File: src/rtl/phase_stdp_synapse_pkg.sv
// Shared definitions for the phase-based STDP synapse slice:
// phase/weight widths, default weight bounds and the plasticity outcome.
package phase_stdp_synapse_pkg;

  localparam int unsigned PHASE_W  = 8;
  localparam int unsigned WEIGHT_W = 8;

  localparam logic [WEIGHT_W-1:0] W_MIN_DEF = 8'd1;
  localparam logic [WEIGHT_W-1:0] W_MAX_DEF = 8'd255;

  typedef enum logic [1:0] {
    NONE = 2'd0,
    LTP  = 2'd1,
    LTD  = 2'd2
  } stdp_outcome_e;

endpackage

File: src/rtl/phase_stdp_synapse_if.sv
// Signal bundle between the neuron array / gamma oscillator (master)
// and the plastic synapse (slave).
interface phase_stdp_synapse_if;
  import phase_stdp_synapse_pkg::*;

  logic                cycle_start;
  logic [PHASE_W-1:0]  phase_pre;
  logic [PHASE_W-1:0]  phase_post;
  logic                fired_pre;
  logic                fired_post;
  logic [WEIGHT_W-1:0] weight;
  logic                ltp_event;
  logic                ltd_event;

  modport master (
    output cycle_start, phase_pre, phase_post, fired_pre, fired_post,
    input  weight, ltp_event, ltd_event
  );

  modport slave (
    input  cycle_start, phase_pre, phase_post, fired_pre, fired_post,
    output weight, ltp_event, ltd_event
  );
endinterface

File: src/rtl/phase_stdp_synapse_window_calc.sv
// Combinational STDP window classifier: linear (non-circular) phase
// difference post - pre, classified against a symmetric window.
module stdp_window_calc
  import phase_stdp_synapse_pkg::*;
(
  input  logic [PHASE_W-1:0] phase_pre,
  input  logic [PHASE_W-1:0] phase_post,
  input  logic               fired_pre,
  input  logic               fired_post,
  input  logic [PHASE_W-1:0] window,
  output stdp_outcome_e      outcome
);

  logic signed [PHASE_W:0] delta;
  logic        [PHASE_W:0] mag;

  // Classify the phase difference; Δ=0 and |Δ|>window give no plasticity
  always_comb begin
    delta   = $signed({1'b0, phase_post} - {1'b0, phase_pre});
    mag     = delta[PHASE_W] ? (~delta + 1'b1) : delta;
    outcome = NONE;
    if (fired_pre && fired_post && (delta != '0) && (mag <= {1'b0, window})) begin
      outcome = delta[PHASE_W] ? LTD : LTP;
    end
  end

endmodule

File: src/rtl/phase_stdp_synapse.sv
// Single plastic synapse weight updated once per gamma cycle by
// phase-based STDP. Optional simulation assertions are compiled in
// when PHASE_STDP_ASSERT_EN is defined.
module phase_stdp_synapse
  import phase_stdp_synapse_pkg::*;
#(
  parameter logic [WEIGHT_W-1:0] W_INIT  = 8'd128,
  parameter logic [WEIGHT_W-1:0] W_MAX   = W_MAX_DEF,
  parameter logic [WEIGHT_W-1:0] W_MIN   = W_MIN_DEF,
  parameter logic [WEIGHT_W-1:0] ETA_LTP = 8'd4,
  parameter logic [WEIGHT_W-1:0] ETA_LTD = 8'd3,
  parameter logic [PHASE_W-1:0]  WINDOW  = 8'd30
) (
  input  logic                 clk,
  input  logic                 rst_n,
  phase_stdp_synapse_if.slave  bus
);

  stdp_outcome_e       outcome;
  logic [WEIGHT_W-1:0] weight_q;
  logic                ltp_q;
  logic                ltd_q;
  logic [WEIGHT_W:0]   ltp_sum;
  logic [WEIGHT_W:0]   ltd_floor;
  logic [WEIGHT_W-1:0] ltp_next;
  logic [WEIGHT_W-1:0] ltd_next;

  stdp_window_calc u_window (
    .phase_pre  (bus.phase_pre),
    .phase_post (bus.phase_post),
    .fired_pre  (bus.fired_pre),
    .fired_post (bus.fired_post),
    .window     (WINDOW),
    .outcome    (outcome)
  );

  // Saturating candidate weights, computed one bit wider to avoid wrap
  always_comb begin
    ltp_sum   = {1'b0, weight_q} + {1'b0, ETA_LTP};
    ltd_floor = {1'b0, W_MIN} + {1'b0, ETA_LTD};
    ltp_next  = (ltp_sum > {1'b0, W_MAX}) ? W_MAX : ltp_sum[WEIGHT_W-1:0];
    ltd_next  = ({1'b0, weight_q} < ltd_floor) ? W_MIN : (weight_q - ETA_LTD);
  end

  // Weight register and event pulses; reset wins over cycle_start
  always_ff @(posedge clk) begin
    if (!rst_n) begin
      weight_q <= W_INIT;
      ltp_q    <= 1'b0;
      ltd_q    <= 1'b0;
    end else begin
      ltp_q <= 1'b0;
      ltd_q <= 1'b0;
      if (bus.cycle_start) begin
        case (outcome)
          LTP: begin
            weight_q <= ltp_next;
            ltp_q    <= 1'b1;
          end
          LTD: begin
            weight_q <= ltd_next;
            ltd_q    <= 1'b1;
          end
          default: ;
        endcase
      end
    end
  end

  assign bus.weight    = weight_q;
  assign bus.ltp_event = ltp_q;
  assign bus.ltd_event = ltd_q;

`ifdef PHASE_STDP_ASSERT_EN
  a_weight_bounds: assert property (@(posedge clk) disable iff (!rst_n)
    $past(rst_n) |-> (weight_q >= W_MIN) && (weight_q <= W_MAX));

  a_events_exclusive: assert property (@(posedge clk) disable iff (!rst_n)
    !(ltp_q && ltd_q));

  a_weight_change_timing: assert property (@(posedge clk) disable iff (!rst_n)
    ($past(rst_n) && !$past(bus.cycle_start)) |-> $stable(weight_q));
`endif

endmodule

File: src/flat_wrapper.sv
// flat-port wrapper written by rule: the top's interface ports become plain ports
module phase_stdp_synapse_flat import phase_stdp_synapse_pkg::*;
#(
  parameter logic [WEIGHT_W-1:0] W_INIT  = 8'd128,
  parameter logic [WEIGHT_W-1:0] W_MAX   = W_MAX_DEF,
  parameter logic [WEIGHT_W-1:0] W_MIN   = W_MIN_DEF,
  parameter logic [WEIGHT_W-1:0] ETA_LTP = 8'd4,
  parameter logic [WEIGHT_W-1:0] ETA_LTD = 8'd3,
  parameter logic [PHASE_W-1:0]  WINDOW  = 8'd30
)
  (clk, rst_n, bus_cycle_start, bus_phase_pre, bus_phase_post, bus_fired_pre, bus_fired_post, bus_weight, bus_ltp_event, bus_ltd_event);
  phase_stdp_synapse_if bus_i ();
  input  logic clk;
  input  logic rst_n;
  input wire logic [$bits(bus_i.cycle_start)-1:0] bus_cycle_start;
  input wire logic [$bits(bus_i.phase_pre)-1:0] bus_phase_pre;
  input wire logic [$bits(bus_i.phase_post)-1:0] bus_phase_post;
  input wire logic [$bits(bus_i.fired_pre)-1:0] bus_fired_pre;
  input wire logic [$bits(bus_i.fired_post)-1:0] bus_fired_post;
  output wire logic [$bits(bus_i.weight)-1:0] bus_weight;
  output wire logic [$bits(bus_i.ltp_event)-1:0] bus_ltp_event;
  output wire logic [$bits(bus_i.ltd_event)-1:0] bus_ltd_event;
  assign bus_i.cycle_start = bus_cycle_start;
  assign bus_i.phase_pre = bus_phase_pre;
  assign bus_i.phase_post = bus_phase_post;
  assign bus_i.fired_pre = bus_fired_pre;
  assign bus_i.fired_post = bus_fired_post;
  assign bus_weight = bus_i.weight;
  assign bus_ltp_event = bus_i.ltp_event;
  assign bus_ltd_event = bus_i.ltd_event;
  phase_stdp_synapse #(.W_INIT(W_INIT), .W_MAX(W_MAX), .W_MIN(W_MIN), .ETA_LTP(ETA_LTP), .ETA_LTD(ETA_LTD), .WINDOW(WINDOW)) u_core (.clk(clk), .rst_n(rst_n), .bus(bus_i));
endmodule
File: config.mk
export PLATFORM = sky130hd
export DESIGN_NAME = phase_stdp_synapse_flat
export DESIGN_NICKNAME = d
export VERILOG_FILES = /design/src/rtl/phase_stdp_synapse_pkg.sv /design/src/rtl/phase_stdp_synapse_if.sv /design/src/rtl/phase_stdp_synapse_window_calc.sv /design/src/rtl/phase_stdp_synapse.sv /design/src/flat_wrapper.sv
export SDC_FILE = /design/constraint.sdc
export NUM_CORES = 1
export LEC_CHECK = 0
export ABC_AREA = 1
export CAP_MARGIN = 5
export CORE_MARGIN = 5
export CORE_UTILIZATION = 49
export CTS_BUF_LIST = sky130_fd_sc_hd__clkbuf_2 sky130_fd_sc_hd__clkbuf_4 sky130_fd_sc_hd__clkbuf_8
export DETAILED_ROUTE_END_ITERATION = 10
export PLACE_DENSITY = 0.8
export SETUP_SLACK_MARGIN = 0.3
export SLEW_MARGIN = 20
export SYNTH_ARGS = -nofsm -noshare
export SYNTH_HDL_FRONTEND = slang
export SYNTH_SLANG_ARGS = --single-unit
File: constraint.sdc
create_clock -name clk -period 2.4 [get_ports clk]
set_input_delay 0.36 -clock clk [delete_from_list [all_inputs] [get_ports clk]]
set_output_delay 0.36 -clock clk [all_outputs]
set_load 0.02 [all_outputs]
==> summary.md, run 1 <==
| Metric | Value |
|---|---|
| Clk sinks | `10` |
| Clk buf depth | `2` |
| Remaining antenna violation count | `0` |
| Largest stage delay on the critical path | `0.55 ns` |
| CP startpoint kind | `input port` |
| Most frequent cells in the layout | `67 x nand2_1, 31 x inv_1, 24 x buf_4` |
| Count of final hold-check violations | `0` |
| Largest net degree at the start of global routing | `9` |
| Placer's final routability congestion estimate | `0.949` |
| Slew at the pin with the worst max-slew slack | `0.317 ns` |
| CTS HTree Levels | `1` |
| Post-Syn Area | `0.00155 mm²` |
| RSZ-0062 raised after global routing | `yes` |
| Slew headroom | `78.7%` |
| Layout area overhead | `54.4%` |
| Average size of a mapped cell | `5.91 µm²` |
| Mapped Cells | `263` |
| Slew Limit Fails | `0` |
| Fillcell total | `225` |
| Die area | `0.00440 mm²` |
| Vias per std cell | `5.30` |
| Initial Util | `50.9%` |
| Worst setup path endpoint | `u_core.bus.weight[0]` |
| Root Buffer | `clkbuf_4` |
| Register area share after synthesis | `12.9%` |
| Pwr dens | `370 mW/mm²` |
| Final routed DRC violation total | `0` |
| Drt wl/cell | `12.7 µm` |
| Peak supply drop | `0.000353 V` |
| Vias in the first global route | `1728` |
| Area leader, netlist | `nand2_1` |
| Crit path capture type | `register` |
| Buf/Inv on CP | `6` |
| Critical-path maximum fanout | `4` |
| Levels on crit path | `20` |
| Rows | `20` |
| Gr ovfl total | `0` |
| Antenna violations before repair | `0` |
| Failing checks | `setup timing` |
| Fmax | `414 MHz` |
| Crit path time final | `2.42 ns` |
| Critical Path Start | `bus_phase_post[0]` |
| Synth top area cells | `nand2_1 19%, dfxtp_1 13%, ha_1 10%` |
| CP required | `2.61 ns` |
| Crit Reg-Reg Endpoint | `u_core.bus.weight[0]` |
| Run status | `finished with violations` |
| Final Instance Count excl. Fillers | `365` |
| Global-route wire length before repair | `7.36 mm` |
| Dpl cell area | `0.00205 mm²` |
| CP delay by family, top | `simple AND/OR/NAND/NOR gates` |
| Crit-path slowest cell | `fa_2` |
| Final worst slack | `-0.0183 ns` |
| Via count | `1933` |
| Critical Path AT | `2.63 ns` |
| Layout cells sized above 1 | `36.4%` |
| Final-stage net count | `357` |
| Drt total wl | `4.62 mm` |
| Cell area after layout | `0.00240 mm²` |
| CTS tree | `yes` |
| R2r startpoint | `u_core.bus.weight[2]` |
| Max cap viols | `0` |
| N_diodes | `0` |
| CTS Hold Bufs | `0` |
| Distinct cells, synth | `31` |
| Reg2reg path depth | `10` |
| Worst-path cell chain | `buf_8 -> inv_12 -> ha_4 -> inv_4 -> fa_2 -> inv_2 -> ha_4 -> nand2_2 -> nand3b_1 -> nand2_1 -> inv_1 -> nand2_1 -> nand3_2 -> nand2_2 -> nor2_8 -> buf_6 -> nand4_1 -> nand2_1 -> nand2_1 -> nor2_1` |
| Dpl cells | `352` |
| Starting DRT DRC Count | `174` |
| Post-Syn Nets | `298` |
| Final Skew | `0.00151 ns` |
| Setup-failing EPs final | `2` |
| Static Leak | `0.00119 µW` |
| Post-DP HPWL | `3.10 mm` |
| Commonest non-fill, non-tap cell in the layout | `nand2_1` |
| Worst hold slack | `0.571 ns` |
| Die W | `66.3 µm` |
| CP most frequent cell | `nand2_1` |
| Area share of the largest cell type after synthesis | `19.3%` |
| Port Buffer Count | `30` |
| Utilization after layout | `78.6%` |
| Tot GR Track Use | `21.2%` |
| Die Y | `66.3 µm` |
| Core Box Area | `0.00305 mm²` |
| Final Cycle Share | `101%` |
| Synthesis warning total | `0` |
| Synthesized flop and latch total | `10` |
| Flop2flop setup slack | `0.36 ns` |
| Worst-Skew Late Latency | `0.27 ns` |
| CTS clock-pin slew for the worst setup and hold paths | `0.07 ns` |
| IO Count | `31` |
| Num CTS Buffers | `3` |
| Class of the worst hold path | `register to register` |
| First-pass detailed-route iteration total | `5` |
| Critical path type | `input port to register` |
-- stage by stage --
| stage | total power, µW | setup TNS (ns) | setup slack (ns) |
|---|---|---|---|
| 5_1_grt | 946 | -0.905 | -0.162 |
| 6_report | 887 | -0.0216 | -0.0183 |
| 3_3_place_gp | 600 | -6.72 | -0.719 |
| 2_1_floorplan | 474 | -0.0551 | -0.0239 |
| 4_1_cts | 847 | 0 | 0.0636 |
| 3_5_place_dp | 607 | -7.13 | -0.756 |
-- Yosys cell counts, drive strengths merged --
master  count
or2         3
nor3        7
o21a        1
nand4       9
o31ai       1
xnor2       2
nor4        1
o21ai       5
ha         13
fa          1
buf         4
nand3b      3
a21oi      14
xor2        3
dfxtp      10
inv        46
nor2       24
nand2      89
nand3      27
-- worst min path at each step --
stage	start	end	depth (start not counted)
global route	u_core.bus.weight[1]	u_core.bus.weight[1]	4
floorplan	rst_n	u_core.bus.weight[0]	2
detailed placement	u_core.bus.weight[0]	u_core.bus.weight[0]	4
CTS	u_core.bus.weight[1]	u_core.bus.weight[1]	4
global placement	u_core.bus.weight[1]	u_core.bus.weight[1]	4
finish	u_core.bus.weight[1]	u_core.bus.weight[1]	4
-- routing by layer --
layer  global-route usage (%)  vias to the layer above  wire, µm
met3                     4.42                        8       383
met1                     27.2                      871      1860
met4                     4.31                        0        68
met5                        0                        -         0
met2                     36.4                       96      2310
li1                         -                      958         -
-- sequential cells by signal, summed over array words and instances (netlist names) --
| name | cells |
|---|---|
| u_core.bus.ltd_event | 1 |
| u_core.bus.ltp_event | 1 |
| u_core.bus.weight | 8 |
-- tightest hold or removal path, cell delays in order (launching register included) --
cell and delay (ns):
dfxtp_1 0.34, inv_1 0.06, nand2_1 0.05, nand2_1 0.05
nor2_1 0.03
-- logic make-up (layout without fill, tap and decap cells) --
kind of cell	Yosys count	count (layout)	share of synthesized area, %
adders and majority gates	14	14	11.8
DFF	10	10	12.9
xor gates and xnor gates	5	5	2.82
buffers and inverters	50	108	13.9
and+or+nand+nor	163	163	50.3
AOI/OAI and AO/OA	21	21	8.29
-- area by class of cell --
cell class	count	area, µm²	area share, %
flip-flops and latches	10	200	8.34
inverters	46	193	8.03
clock buffers	4	36.3	1.51
well taps	44	55.1	2.29
repair buffers	58	507	21.1
multi-input cells	203	1410	58.7
-- what timing repair did --
item / 4_1_cts / 5_1_grt
gates resized for setup: 78 / 8
setup buffers: 8 / 1
cloned: 0 / 0
endpoints found under the setup margin: 10 / 10
pin swaps: 38 / 6
-- where the power goes --
part	internal [µW]	switching, µW
logic	246	302
clock network	92.3	66.3
registers	171	8.98
total	510	377
Power figures use the tool's default switching activity.
==> run 2: changes to the inputs <==
==> constraint.sdc (replaced) <==
create_clock -name clk -period 2.4 [get_ports clk]
set_input_delay 0.36 -clock clk [delete_from_list [all_inputs] [get_ports clk]]
set_output_delay 0.36 -clock clk [all_outputs]
set_load 0.01 [all_outputs]
==> results of run 2 <==
The final DEF is identical to that of run 1. Status: finished with violations: setup timing.
Among the figures that moved: total power 887 µW -> 883 µW
